<file path="src/rtl/fg_config_loader_pkg.sv">
// Shared definitions for the function-generator config loader: command byte
// layout, FSM state encoding and the field map of the 64-bit config word.
package fg_config_pkg;

  // Command byte layout: W = write data phase, C = commit shadow to active
  localparam int CMD_W_BIT  = 7;
  localparam int CMD_C_BIT  = 6;
  localparam int CMD_IDX_HI = 4;
  localparam int CMD_IDX_LO = 0;

  typedef enum logic [1:0] {
    ST_IDLE = 2'd0,
    ST_CMD  = 2'd1,
    ST_DATA = 2'd2,
    ST_DONE = 2'd3
  } fg_state_e;

  // Field positions inside the active config word seen by the generator
  localparam int CR_CS_MODE_BIT = 63;
  localparam int CR_MS_MODE_BIT = 62;
  localparam int CR_RADIX_BIT   = 61;
  localparam int CR_PSC_HI      = 60;
  localparam int CR_PSC_LO      = 52;
  localparam int CR_CNT_HI      = 51;
  localparam int CR_CNT_LO      = 42;
  localparam int CR_PHASE_HI    = 41;
  localparam int CR_PHASE_LO    = 32;
  localparam int CR_K_RISE_HI   = 31;
  localparam int CR_K_RISE_LO   = 24;
  localparam int CR_K_FALL_HI   = 23;
  localparam int CR_K_FALL_LO   = 16;
  localparam int CR_AMP_HI      = 15;
  localparam int CR_AMP_LO      = 8;
  localparam int CR_OFFSET_HI   = 7;
  localparam int CR_OFFSET_LO   = 0;

  // A command with C set and W clear commits without a data phase
  function automatic logic is_commit_only(input logic [7:0] cmd);
    return !cmd[CMD_W_BIT] && cmd[CMD_C_BIT];
  endfunction

endpackage

</file>
<file path="src/rtl/fg_config_loader_if.sv">
// Serial config port bundle (SPI mode 0, MSB first).
// Protocol: the host owns sclk_i/cs_n_i/mosi_i; a frame spans cs_n_i low,
// mosi_i is sampled on sclk_i rising edges and miso_o changes after falling
// edges. There is no valid/ready pair: flow is paced purely by sclk_i.
interface fg_config_loader_if;
  logic sclk_i;
  logic cs_n_i;
  logic mosi_i;
  logic miso_o;

  modport master (output sclk_i, output cs_n_i, output mosi_i, input miso_o);
  modport slave  (input sclk_i, input cs_n_i, input mosi_i, output miso_o);
endinterface

</file>
<file path="src/rtl/fg_config_loader_sync_edge.sv">
// N-flop synchronizer for one asynchronous input plus rise/fall detection in
// the clk_i domain. All flops clear to 0, so a line that is already low when
// reset is released never produces a spurious falling edge.
module fg_sync_edge #(
  parameter int STAGES = 2
) (
  input  logic clk_i,
  input  logic rstn_i,
  input  logic d_i,
  output logic q_o,
  output logic rise_o,
  output logic fall_o
);

  logic [STAGES-1:0] sync_q;
  logic              prev_q;

  // Shift the async input through the chain and remember the last synced level
  always_ff @(posedge clk_i or negedge rstn_i) begin
    if (!rstn_i) begin
      sync_q <= '0;
      prev_q <= 1'b0;
    end else begin
      sync_q <= {sync_q[STAGES-2:0], d_i};
      prev_q <= sync_q[STAGES-1];
    end
  end

  assign q_o    = sync_q[STAGES-1];
  assign rise_o = sync_q[STAGES-1] & ~prev_q;
  assign fall_o = ~sync_q[STAGES-1] & prev_q;

endmodule

</file>
<file path="src/rtl/fg_config_loader.sv">
// Serial loader for the function-generator config word. Bytes land in a
// shadow register; the active word CR_bus_o only changes on a commit, so the
// generator never sees a half-written configuration.
module fg_config_loader
  import fg_config_pkg::*;
#(
  parameter int                             CONFIG_REG_BITWIDTH = 64,
  parameter int                             SYNC_STAGES         = 2,
  parameter logic [CONFIG_REG_BITWIDTH-1:0] RESET_VALUE         = '0
) (
  input  logic                           clk_i,
  input  logic                           rstn_i,
  fg_config_loader_if.slave              spi,
  output logic [CONFIG_REG_BITWIDTH-1:0] CR_bus_o,
  output logic                           configUpdate_STRB_o,
  output logic                           frameActive_o,
  output logic [1:0]                     state_o
);

  localparam int NBYTES = CONFIG_REG_BITWIDTH / 8;

  logic sclk_rise, sclk_fall, sclk_level_unused;
  logic cs_rise, cs_fall, cs_level_unused;
  logic mosi_s, mosi_rise_unused, mosi_fall_unused;

  fg_sync_edge #(.STAGES(SYNC_STAGES)) u_sync_sclk (
    .clk_i(clk_i), .rstn_i(rstn_i), .d_i(spi.sclk_i),
    .q_o(sclk_level_unused), .rise_o(sclk_rise), .fall_o(sclk_fall));

  fg_sync_edge #(.STAGES(SYNC_STAGES)) u_sync_cs (
    .clk_i(clk_i), .rstn_i(rstn_i), .d_i(spi.cs_n_i),
    .q_o(cs_level_unused), .rise_o(cs_rise), .fall_o(cs_fall));

  fg_sync_edge #(.STAGES(SYNC_STAGES)) u_sync_mosi (
    .clk_i(clk_i), .rstn_i(rstn_i), .d_i(spi.mosi_i),
    .q_o(mosi_s), .rise_o(mosi_rise_unused), .fall_o(mosi_fall_unused));

  fg_state_e                     state_q;
  logic [2:0]                    bit_cnt_q;
  logic [7:0]                    shift_q;
  logic                          cmd_w_q, cmd_c_q;
  logic [4:0]                    cmd_idx_q;
  logic [CONFIG_REG_BITWIDTH-1:0] shadow_q, cr_q;
  logic                          strobe_q, miso_q;
  logic [6:0]                    miso_sr_q;

  logic [7:0]                    shift_d;
  logic [CONFIG_REG_BITWIDTH-1:0] shadow_d;
  logic [7:0]                    rd_byte;

  // Byte being completed by this rise, shadow with that byte merged in, and
  // the active byte addressed by a command completing now (0 if out of range)
  always_comb begin
    shift_d  = {shift_q[6:0], mosi_s};
    shadow_d = shadow_q;
    rd_byte  = 8'h00;
    for (int k = 0; k < NBYTES; k++) begin
      if (cmd_idx_q == 5'(k)) shadow_d[k*8 +: 8] = shift_d;
      if (shift_d[CMD_IDX_HI:CMD_IDX_LO] == 5'(k)) rd_byte = cr_q[k*8 +: 8];
    end
  end

  // Frame FSM with shift register, bit counter, shadow/active words and miso
  always_ff @(posedge clk_i or negedge rstn_i) begin
    if (!rstn_i) begin
      state_q   <= ST_IDLE;
      bit_cnt_q <= 3'd0;
      shift_q   <= 8'h00;
      cmd_w_q   <= 1'b0;
      cmd_c_q   <= 1'b0;
      cmd_idx_q <= 5'd0;
      shadow_q  <= RESET_VALUE;
      cr_q      <= RESET_VALUE;
      strobe_q  <= 1'b0;
      miso_q    <= 1'b0;
      miso_sr_q <= 7'd0;
    end else begin
      strobe_q <= 1'b0;
      if (cs_rise) begin
        // End of frame or abort: anything not yet completed is dropped
        state_q   <= ST_IDLE;
        bit_cnt_q <= 3'd0;
        miso_q    <= 1'b0;
      end else begin
        case (state_q)
          ST_IDLE: begin
            if (cs_fall) begin
              state_q   <= ST_CMD;
              bit_cnt_q <= 3'd0;
            end
          end
          ST_CMD: begin
            if (sclk_rise) begin
              shift_q   <= shift_d;
              bit_cnt_q <= bit_cnt_q + 3'd1;
              if (bit_cnt_q == 3'd7) begin
                cmd_w_q   <= shift_d[CMD_W_BIT];
                cmd_c_q   <= shift_d[CMD_C_BIT];
                cmd_idx_q <= shift_d[CMD_IDX_HI:CMD_IDX_LO];
                if (is_commit_only(shift_d)) begin
                  cr_q     <= shadow_q;
                  strobe_q <= 1'b1;
                  state_q  <= ST_DONE;
                end else begin
                  state_q <= ST_DATA;
                  if (!shift_d[CMD_W_BIT]) begin
                    miso_q    <= rd_byte[7];
                    miso_sr_q <= rd_byte[6:0];
                  end
                end
              end
            end
          end
          ST_DATA: begin
            if (sclk_rise) begin
              shift_q   <= shift_d;
              bit_cnt_q <= bit_cnt_q + 3'd1;
              if (bit_cnt_q == 3'd7) begin
                state_q <= ST_DONE;
                if (cmd_w_q) begin
                  shadow_q <= shadow_d;
                  if (cmd_c_q) begin
                    cr_q     <= shadow_d;
                    strobe_q <= 1'b1;
                  end
                end else begin
                  miso_q <= 1'b0;
                end
              end
            end else if (sclk_fall && !cmd_w_q && bit_cnt_q != 3'd0) begin
              // bit7 is already on miso; falls after each sampled bit advance
              miso_q    <= miso_sr_q[6];
              miso_sr_q <= {miso_sr_q[5:0], 1'b0};
            end
          end
          ST_DONE: begin
            // One command per frame: further clocks are ignored
          end
          default: state_q <= ST_IDLE;
        endcase
      end
    end
  end

  assign CR_bus_o            = cr_q;
  assign configUpdate_STRB_o = strobe_q;
  assign frameActive_o       = (state_q != ST_IDLE);
  assign state_o             = state_q;
  assign spi.miso_o          = miso_q;

endmodule

</file>
<file path="src/flat_wrapper.sv">
// flat-port wrapper written by rule: the top's interface ports become plain ports
module fg_config_loader_flat import fg_config_pkg::*;
#(
  parameter int                             CONFIG_REG_BITWIDTH = 64,
  parameter int                             SYNC_STAGES         = 2,
  parameter logic [CONFIG_REG_BITWIDTH-1:0] RESET_VALUE         = '0
)
  (clk_i, rstn_i, CR_bus_o, configUpdate_STRB_o, frameActive_o, state_o, spi_sclk_i, spi_cs_n_i, spi_mosi_i, spi_miso_o);
  fg_config_loader_if spi_i ();
  input  logic clk_i;
  input  logic rstn_i;
  output logic [CONFIG_REG_BITWIDTH-1:0] CR_bus_o;
  output logic configUpdate_STRB_o;
  output logic frameActive_o;
  output logic [1:0] state_o;
  input wire logic [$bits(spi_i.sclk_i)-1:0] spi_sclk_i;
  input wire logic [$bits(spi_i.cs_n_i)-1:0] spi_cs_n_i;
  input wire logic [$bits(spi_i.mosi_i)-1:0] spi_mosi_i;
  output wire logic [$bits(spi_i.miso_o)-1:0] spi_miso_o;
  assign spi_i.sclk_i = spi_sclk_i;
  assign spi_i.cs_n_i = spi_cs_n_i;
  assign spi_i.mosi_i = spi_mosi_i;
  assign spi_miso_o = spi_i.miso_o;
  fg_config_loader #(.CONFIG_REG_BITWIDTH(CONFIG_REG_BITWIDTH), .SYNC_STAGES(SYNC_STAGES), .RESET_VALUE(RESET_VALUE)) u_core (.clk_i(clk_i), .rstn_i(rstn_i), .spi(spi_i), .CR_bus_o(CR_bus_o), .configUpdate_STRB_o(configUpdate_STRB_o), .frameActive_o(frameActive_o), .state_o(state_o));
endmodule
</file>
<file path="config.mk">
export PLATFORM = sky130hd
export DESIGN_NAME = fg_config_loader_flat
export DESIGN_NICKNAME = d
export VERILOG_FILES = /design/src/rtl/fg_config_loader_pkg.sv /design/src/rtl/fg_config_loader_if.sv /design/src/rtl/fg_config_loader_sync_edge.sv /design/src/rtl/fg_config_loader.sv /design/src/flat_wrapper.sv
export SDC_FILE = /design/constraint.sdc
export NUM_CORES = 1
export LEC_CHECK = 0
export CAP_MARGIN = 10
export CORE_MARGIN = 5
export CORE_UTILIZATION = 56
export DETAILED_ROUTE_END_ITERATION = 8
export PLACE_DENSITY = 0.76
export SLEW_MARGIN = 20
export SYNTH_ARGS = -nofsm -noshare
export SYNTH_HDL_FRONTEND = slang
export SYNTH_SLANG_ARGS = --single-unit
</file>
<file path="constraint.sdc">
create_clock -name clk_i -period 3.1 [get_ports clk_i]
set_input_delay 0.62 -clock clk_i [delete_from_list [all_inputs] [get_ports clk_i]]
set_output_delay 0.62 -clock clk_i [all_outputs]
set_load 0.02 [all_outputs]
</file>
==> results of run 1 <==
==> layer usage <==
metal / wire (µm) / track usage, %
met2: 9250 / 39.7
met5: 0 / 0
met1: 8450 / 33.7
met3: 1250 / 6.77
met4: 476 / 8.39
==> metrics by stage <==
stage	utilization (%)	cells	worst slack (ps)	cell area [µm²]
5_1_grt	67.0	908	179	9190
3_3_place_gp	62.7	877	586	8600
6_report	67.0	908	431	9190
2_1_floorplan	-	660	1070	7720
3_5_place_dp	62.7	877	498	8600
4_1_cts	67.0	908	459	9190
==> worst max-delay path, delay by kind of cell (launching register included) <==
kind / cells / cell delay, ps
compound gates: 1 / 90
fa+ha+maj: 1 / 430
buf+inv: 2 / 290
flops: 1 / 430
mux: 1 / 270
simple gates: 2 / 990
==> cells in the mapped netlist, types with 2 or more instances <==
master	n
dfrtp_1	164
buf_1	4
nor2_1	12
a31oi_1	2
nand2b_1	7
a21oi_1	18
nand2_1	91
mux2i_1	73
o31ai_1	2
nand2_2	2
o21ai_0	66
a221o_1	4
clkbuf_1	31
buf_2	10
buf_4	4
and4b_1	2
nor2b_1	4
nand3_2	2
nor4b_2	2
ha_1	7
nor4_2	2
o2111ai_1	2
and3_1	3
nor4_1	2
mux4_2	10
nor3_1	11
inv_1	10
mux2_2	80
o21ai_1	6
a22o_1	3
==> sequential cells by signal, summed over array words and instances, names as in the netlist, 3 cells and up <==
register,flops
u_core.cmd_idx_q,5
u_core.shift_q,7
u_core.shadow_q,64
u_core.CR_bus_o,64
u_core.miso_sr_q,7
u_core.bit_cnt_q,3
==> final timing paths <==
| check | start | to | slack [ps] | depth (start not counted) |
|---|---|---|---|---|
| worst max-delay path | u_core.state_o[0] | u_core.CR_bus_o[50] | 430 | 7 |
| worst min-delay path | rstn_i | u_core.u_sync_mosi.sync_q[1] | 160 | 1 |
| worst max register to register | u_core.state_o[0] | u_core.CR_bus_o[50] | 430 | 7 |
| worst min register to register | u_core.u_sync_sclk.sync_q[0] | u_core.u_sync_sclk.sync_q[1] | 350 | 0 |
| max in group asynchronous | rstn_i | u_core.shadow_q[19] | 2130 | 2 |
| min in group clk_i | u_core.u_sync_sclk.sync_q[0] | u_core.u_sync_sclk.sync_q[1] | 350 | 0 |
==> cell families (layout without fill, tap and decap cells) <==
logic type	Yosys count	after routing	synth area share, %
buffers and inverters	61	129	3.43
DFF	164	164	53.1
muxes	164	164	24.2
and+or+nand+nor	154	154	10.0
AOI/OAI and AO/OA	110	110	8.05
adders and majority gates	7	7	1.13
==> power by group <==
group | leakage, nW | total [W] | internal (W) | switching [W]
Sequential | 2.26 | 0.00247 | 0.00222 | 0.000246
Clock | 0.292 | 0.00211 | 0.00125 | 0.000858
Combinational | 1.86 | 0.00107 | 0.000416 | 0.000650
==> area by class of cell <==
type	count	area [µm²]	area share, %
Timing Repair Buffer	88	857	9.33
Clock buffer	20	467	5.08
Inverter	10	37.5	0.408
Multi-Input combinational cell	435	3370	36.7
Tap cell	180	225	2.45
Clock inverter	11	126	1.38
Sequential cell	164	4110	44.7
==> results.json, run 1 <==
{
  "dr.pass1.iters": 5,
  "path_cells": "inv_1 > ha_1 > inv_1 > nor4_2 > and3_1 > mux2i_1 > o21ai_0",
  "avgSynthCellArea_um2": 11.7,
  "antenna_found_initial": 0,
  "clk_pin_slew_ps": 60,
  "end_kind": "flop",
  "ant_nets": 0,
  "syn_nets": 672,
  "synth.distinct_cells": 54,
  "status": "finished clean",
  "postCtsSetupRepairBufs": 0,
  "cts_buffer_depth": 2,
  "dieArea_mm2": 0.0162,
  "num_rows": 43,
  "fin_tns_setup_ps": 0,
  "fin_nets": 728,
  "synth_top_area_share_pct": 53.1,
  "finalWirelength_um": 19400,
  "grt.total_usage_pct": 25.0,
  "fin_total_pwr_w": 0.00564,
  "coreArea_mm2": 0.0137,
  "cts_tree": "done",
  "initial_core_util_pct": 56.3,
  "place_congestion": 0.892,
  "drv_cap": 0,
  "crit_fanout": 12,
  "via_per_inst": 6.02,
  "cts.sinks": 164,
  "synth_warnings": 0,
  "powerDensity_mw_per_mm2": 614,
  "numCtsBuffers": 17,
  "crit_top_cell": "inv_1",
  "worstPathArrival_ps": 2940,
  "post-route-min-period_ps": 2670,
  "critPathKind": "flop to flop",
  "synth.yosys.seq_area_share_pct": 53.1,
  "layout-drive-gt1-share_pct": 21.0,
  "irDropWorstVdd_mv": 0.407,
  "setup_violations": 0,
  "h-tree-depth": 4,
  "drc_errors": 0,
  "clock-root-buffer": "clkbuf_16",
  "rsz0062_at_grt": "no",
  "yosys-top-cells-area": "dfrtp_1, mux2_2, mux2i_1",
  "power_leakage_nw": 4.41,
  "skew_ps": 8.96,
  "cp-start-kind": "flop",
  "yosysTopAreaCell": "dfrtp_1",
  "die_h_um": 127,
  "grt_max_degree": 81,
  "synth-seq-cells": 164,
  "synth-async-reset-ratio_pct": 100,
  "portBuffers": 73,
  "slew_headroom_pct": 41.8,
  "cts-resized-gates": 0,
  "min_path_type": "primary input to asynchronous set/reset pin",
  "n_antenna_cell": 0,
  "max_stage_delay_ps": 560,
  "grt_pass1_wl_um": 31200,
  "hold_slack_ps": 161,
  "fill_cells": 1025,
  "wire_per_inst_um": 21.4,
  "crit_slowest_cell": "and3_1",
  "ys.flop_type": "dfrtp_1",
  "synthesis.area_mm2": 0.00772,
  "layout_commonest_cell": "dfrtp_1",
  "finalHoldViolCount": 0,
  "vias": 5462,
  "layout_common_cells": "dfrtp_1, nand2_1, mux2_2, mux2i_1, clkdlybuf4s50_1",
  "cp.required_ps": 3370,
  "ctsHoldBuffers": 0,
  "drtIter0Drc": 451,
  "synthCells": 660,
  "die_w_um": 127,
  "fin_crit_sh_pct": 86.1,
  "clock.fmax_mhz": 375,
  "boundaryPins": 74,
  "syn2layout_area_growth_pct": 19.0,
  "drv_slew": 0,
  "overflow": 0,
  "first_global_vias": 5667,
  "dp_hpwl_um": 13200,
  "tightestPinTransition_ps": 872,
  "clock_latency_ps": 430,
  "synth_edf_count": 0
}
No activity file was read; power rests on OpenSTA's default activity.
==> run 2: changes to the inputs <==
--- a/config.mk
+++ b/config.mk
@@ -6,11 +6,12 @@
 export NUM_CORES = 1
 export LEC_CHECK = 0
 export CAP_MARGIN = 10
-export CORE_MARGIN = 5
 export CORE_UTILIZATION = 56
 export DETAILED_ROUTE_END_ITERATION = 8
-export PLACE_DENSITY = 0.76
+export DONT_BUFFER_PORTS = 1
+export PLACE_DENSITY = 0.69
 export SLEW_MARGIN = 20
 export SYNTH_ARGS = -nofsm -noshare
 export SYNTH_HDL_FRONTEND = slang
+export SYNTH_HIERARCHICAL = 1
 export SYNTH_SLANG_ARGS = --single-unit
==> run 2 against run 1 <==
The flow now finishes with violations (hold timing). Count of clock-buffer cells in the layout increased by 3. Worst setup slack lost 47 ps. Combinational power is essentially flat. Hold slack lost 270 ps. Critical path depth rose by 1. Maximum frequency is 1.7% lower. Critical endpoint is now u_core/CR_bus_o[43]. Largest cell class unchanged.
==> results.json, run 2 <==
{
  "n_antenna_cell": 0,
  "groute.layer.met3.usage_pct": 7.37,
  "h-tree-depth": 4,
  "ant_nets": 0,
  "synthesis.area_mm2": 0.00777,
  "postCtsSetupRepairBufs": 0,
  "drv_slew": 0,
  "grt.total_usage_pct": 27.6,
  "worstPathArrival_ps": 3070,
  "layout_commonest_cell": "dfrtp_1",
  "top_usage_layer": "met2",
  "status": "finished with violations",
  "crit_fanout": 72,
  "end_kind": "flop",
  "first_global_vias": 5310,
  "place_worst_setup_slack_ps": 420,
  "antenna_found_initial": 0,
  "cts-resized-gates": 0,
  "finalHoldViolCount": 164,
  "dr.pass1.iters": 5,
  "synth_warnings": 6,
  "portBuffers": 0,
  "grt_max_degree": 165,
  "setup_violations": 0,
  "synthCells": 697,
  "setup_ws_ps": 384,
  "skew_ps": 5.13,
  "cts_buffer_depth": 2,
  "fin_util_pct": 63.7,
  "numCtsBuffers": 17,
  "dieArea_mm2": 0.0144,
  "num_rows": 42,
  "coreArea_mm2": 0.0134,
  "post-route-min-period_ps": 2720,
  "cpLargestDelayFamily": "buffers and inverters",
  "hold_slack_ps": -110,
  "grt.met1_usage_pct": 37.8,
  "crit_slowest_cell": "nor4_2",
  "cp-start-kind": "flop",
  "layout-drive-gt1-share_pct": 19.7,
  "grt_pass1_wl_um": 29700,
  "cp.required_ps": 3450,
  "drv_cap": 0,
  "avgSynthCellArea_um2": 11.2,
  "fin_nets": 695,
  "die_w_um": 120,
  "clk_pin_slew_ps": 60,
  "clock-root-buffer": "clkbuf_16",
  "clock.fmax_mhz": 368,
  "path_cells": "inv_1 > ha_1 > buf_4 > a22o_1 > nor4_2 > buf_12 > nor2_1 > a21oi_1",
  "cts.sinks": 164,
  "cts_tree": "done",
  "initial_core_util_pct": 58.0,
  "overflow": 0,
  "critPathKind": "flop to flop",
  "irDropWorstVdd_mv": 0.368,
  "min_path_type": "primary input to asynchronous set/reset pin",
  "drc_errors": 0,
  "syn_nets": 708,
  "finalWirelength_um": 18600,
  "clock_latency_ps": 430,
  "layout_common_cells": "dfrtp_1, nor2_1, a21oi_1, mux2_2, mux2i_1",
  "powerDensity_mw_per_mm2": 670,
  "drtIter0Drc": 403,
  "crit_buf_inv": 3,
  "via_per_inst": 6.15,
  "dp_hpwl_um": 12600,
  "fin_total_pwr_w": 0.00572,
  "die_h_um": 120,
  "violations": "hold timing",
  "wire_per_inst_um": 21.4,
  "use_met2_pct": 41.5,
  "tightestPinTransition_ps": 818,
  "syn2layout_area_growth_pct": 9.88,
  "power_leakage_nw": 4.23,
  "rsz0062_at_grt": "no",
  "place_congestion": 0.864,
  "vias": 5367,
  "fin_crit_sh_pct": 87.6,
  "max_stage_delay_ps": 560,
  "fin_tns_setup_ps": 0,
  "slew_headroom_pct": 45.5,
  "boundaryPins": 74
}
-- run 2: final cells by class --
class / instances / area (µm²)
clock buffer: 23 / 468
clock inverter: 9 / 128
fill: 1059 / 4860
inverter: 14 / 52.6
multi-input combinational: 463 / 3360
sequential: 164 / 4100
tap: 176 / 220
timing repair buffer: 24 / 205
-- run 2: worst register-to-register path, cell delays in order, from the launching register on --
cell and delay [ps]:
dfrtp_1 500, inv_1 110, ha_1 380, buf_4 250, a22o_1 220, nor4_2 560
buf_12 330, nor2_1 160, a21oi_1 130
-- run 2: worst paths after layout --
kind,cells past startpoint,start,slack (ps),end
min in group clk_i,0,spi_cs_n_i,220,u_core/u_sync_cs/sync_q[0]
min reg2reg,0,u_core/u_sync_cs/sync_q[0],360,u_core/u_sync_cs/sync_q[1]
min,0,rstn_i,-110,u_core/configUpdate_STRB_o
max reg2reg,8,u_core/state_o[0],380,u_core/CR_bus_o[43]
max,8,u_core/state_o[0],380,u_core/CR_bus_o[43]
max in group asynchronous,0,rstn_i,3030,u_core/CR_bus_o[31]
-- run 2: per-stage QoR --
stage / area, µm² / hold WS, ps / cells
after floorplan: 7770 / 324 / 697
after global placement: 7950 / 329 / 841
after detailed placement: 7950 / 330 / 841
after CTS: 8540 / -120 / 873
after global routing: 8540 / -130 / 873
final: 8540 / -110 / 873
-- run 2: where the power goes --
part | total (W) | internal (W) | switching (W) | leakage (nW)
Combinational | 0.00110 | 0.000424 | 0.000673 | 1.69
Sequential | 0.00249 | 0.00223 | 0.000253 | 2.26
Clock | 0.00214 | 0.00131 | 0.000834 | 0.283
Total | 0.00572 | 0.00396 | 0.00176 | 4.23
-- run 2: metal layers --
metal / wire length, µm / up-vias
li1: - / 2429
met1: 8260 / 2724
met2: 8630 / 179
met3: 1220 / 35
met4: 536 / 0
met5: 0 / -
==> edit, RTL diff (flow settings as in run 1) <==
`SYNC_STAGES` is set to 2 in 2 places; all go to 4.
--- a/src/rtl/fg_config_loader.sv
+++ b/src/rtl/fg_config_loader.sv
@@ -7,3 +7,3 @@
   parameter int                             CONFIG_REG_BITWIDTH = 64,
-  parameter int                             SYNC_STAGES         = 2,
+  parameter int                             SYNC_STAGES         = 4,
   parameter logic [CONFIG_REG_BITWIDTH-1:0] RESET_VALUE         = '0
--- a/src/flat_wrapper.sv
+++ b/src/flat_wrapper.sv
@@ -4,3 +4,3 @@
   parameter int                             CONFIG_REG_BITWIDTH = 64,
-  parameter int                             SYNC_STAGES         = 2,
+  parameter int                             SYNC_STAGES         = 4,
   parameter logic [CONFIG_REG_BITWIDTH-1:0] RESET_VALUE         = '0
Formal check against the unedited RTL: no difference found for any inputs over 4 cycles, from zero or initial values and one cycle with rstn_i low; that may be too few to reach the edited logic, so the function may still have changed.
==> edit against run 1 <==
Critical path type is now reg2out; worst hold slack worse by 17 ps; global-route usage down 0.89 points; clock power down 8%; design area up 2.5%; clock skew down 4.2 ps; area after synthesis up 3.7%; routed wire length down 2.3%; synthesized cell count up 4.1%; sequential cell count up 6; count of clock-buffer cells in the layout up 8; setup slack better by 190 ps; power up 0.55%.
==> edit: results (changes against run 1) <==
====================================================================================
First-pass DRT Iterations                                                          5   unchanged
Share of post-route cells with drive strength above 1                          18.8%   was 21.0%
Sequential cell area fraction in the yosys report                              53.1%   about the same
Min-delay worst type                                                        in2async   unchanged
Number of antenna cells inserted                                                   0   unchanged
Number of nets produced by synthesis                                             699   was 672
Global-route met3 utilization                                                  4.86%   was 6.77%
Maximum buffer depth of the clock tree                                             2   unchanged
Data arrival time of the critical path                                       1860 ps   was 2940 ps
Slew of the pin with the lowest slew margin                                   838 ps   was 872 ps
Number of global-route vias before repair                                       5620   was 5667
Worst clock skew on the final layout                                         4.73 ps   was 8.96 ps
CP max-delay cell                                                       sky130_fd_sc_hd__clkdlybuf4s50_1   was sky130_fd_sc_hd__and3_1
Share of flip-flops with an asynchronous set or reset after synthesis           100%   unchanged
All-Layer GR Usage                                                             24.2%   was 25.0%
Clock buffers created by TritonCTS                                                17   unchanged
Global-route wire length before repair                                      30800 um   was 31200 um
R2R depth                                                                          6   was 7
Clock slew seen by the registers of the worst setup and hold paths             60 ps   about the same
Maximum level of the CTS H-tree                                                    4   unchanged
Met1 track utilization from global routing                                     33.2%   was 33.7%
Worst-case vdd ir drop                                                        436 uV   was 407 uV
Outcome                                                                 complete, no violations   unchanged
Largest stage delay on the critical path                                      600 ps   was 560 ps
Post-CTS sizing                                                                    0   unchanged
Routed vias                                                                     5536   was 5462
Detailed Place HPWL                                                         13400 um   was 13200 um
GR Layer Usage met2                                                            37.5%   was 39.7%
Layout Nets                                                                      752   was 728
Cell types with the highest counts after synthesis                      sky130_fd_sc_hd__dfrtp_1 (170), sky130_fd_sc_hd__nand2_1 (85), sky130_fd_sc_hd__mux2i_1 (79), sky130_fd_sc_hd__o21ai_0 (72), sky130_fd_sc_hd__mux2_2 (68)   was sky130_fd_sc_hd__dfrtp_1 (164), sky130_fd_sc_hd__nand2_1 (91), sky130_fd_sc_hd__mux2_2 (80), sky130_fd_sc_hd__mux2i_1 (73), sky130_fd_sc_hd__o21ai_0 (66)
Number of setup buffers added after CTS                                            0   unchanged
Final estimated routing congestion in global placement                         0.929   was 0.892
Distinct cell type count after synthesis                                          51   was 54
Internal cell power                                                          3.92 mW   was 3.89 mW
Post-detailed-routing wire length                                           19000 um   was 19400 um
Number of warning messages in the yosys log                                        0   unchanged
Leakage dissipation                                                          4.52 nW   was 4.41 nW
Number of DRC violations after detailed-routing iteration 0                      498   was 451
Worst path top cell family by delay                                     buffers and inverters   was simple AND/OR/NAND/NOR gates
Largest net degree at the start of global routing                                 64   was 81
Maximum fanout along the worst path                                                5   was 12
Leading post-synthesis cells by cell area                               sky130_fd_sc_hd__dfrtp_1 (53%), sky130_fd_sc_hd__mux2i_1 (9.9%), sky130_fd_sc_hd__mux2_2 (9.6%)   was sky130_fd_sc_hd__dfrtp_1 (53%), sky130_fd_sc_hd__mux2_2 (12%), sky130_fd_sc_hd__mux2i_1 (9.5%)
====================================================================================
==> edit: cell types whose count changed after synthesis, moves of 7 or more <==
cell                             run 1  this run
sky130_fd_sc_hd__nor3_1             11         4
sky130_fd_sc_hd__mux2_2             80        68
sky130_fd_sc_hd__mux2_4              1        16
sky130_fd_sc_hd__a21oi_1            18         9
sky130_fd_sc_hd__mux4_2             10         1
==> edit: cells by family (layout without fill, tap and decap cells) <==
family / Yosys count / in the layout / synth area share, %
buffers and inverters: 63 / 127 / 3.55
muxes: 164 / 164 / 22.7
and+or+nand+nor: 159 / 159 / 10.1
DFF: 170 / 170 / 53.1
AOI/OAI and AO/OA: 124 / 124 / 9.45
adders and majority gates: 7 / 7 / 1.09
==> edit: stage by stage <==
step,power (mW),instances,cell area [um2],setup WS (ps)
2_1_floorplan,3.29,687,8010,1060
6_report,5.67,931,9420,620
3_3_place_gp,3.72,901,8880,808
4_1_cts,5.69,931,9420,602
3_5_place_dp,3.74,901,8880,703
5_1_grt,5.93,931,9420,453
==> edit: final timing paths <==
| path | from | end | slack [ps] |
|---|---|---|---|
| hold reg to reg | u_core.u_sync_sclk.sync_q[2] | u_core.u_sync_sclk.sync_q[3] | 350 |
| setup reg to reg | u_core.state_o[0] | u_core.CR_bus_o[25] | 640 |
| max in group asynchronous | rstn_i | u_core.shadow_q[34] | 2170 |
| setup / recovery | u_core.state_o[0] | frameActive_o | 620 |
| hold / removal | rstn_i | u_core.CR_bus_o[12] | 140 |
| min in group clk_i | u_core.u_sync_sclk.sync_q[2] | u_core.u_sync_sclk.sync_q[3] | 350 |
==> edit: layer usage <==
| metal | up-vias | routed length [um] |
|---|---|---|
| met5 | - | 0 |
| met4 | 0 | 624 |
| met3 | 40 | 1010 |
| met2 | 164 | 9100 |
| met1 | 2790 | 8230 |
| li1 | 2542 | - |
==> edit: final cells by class <==
cell class / instances / area, um2
Clock inverter: 2 / 10.0
Fill cell: 1001 / 4520
Clock buffer: 28 / 527
Inverter: 10 / 37.5
Sequential cell: 170 / 4260
Multi-Input combinational cell: 454 / 3490
Tap cell: 180 / 225
Timing Repair Buffer: 87 / 875
==> edit: power by group through the flow <==
stage,Combinational (mW),Clock (mW),Sequential (mW)
floorplan,0.862,0,2.43
detailed placement,1.22,0,2.53
finish,1.24,1.94,2.49
CTS,1.23,1.97,2.49
global placement,1.19,0,2.52
global route,1.35,2.08,2.51
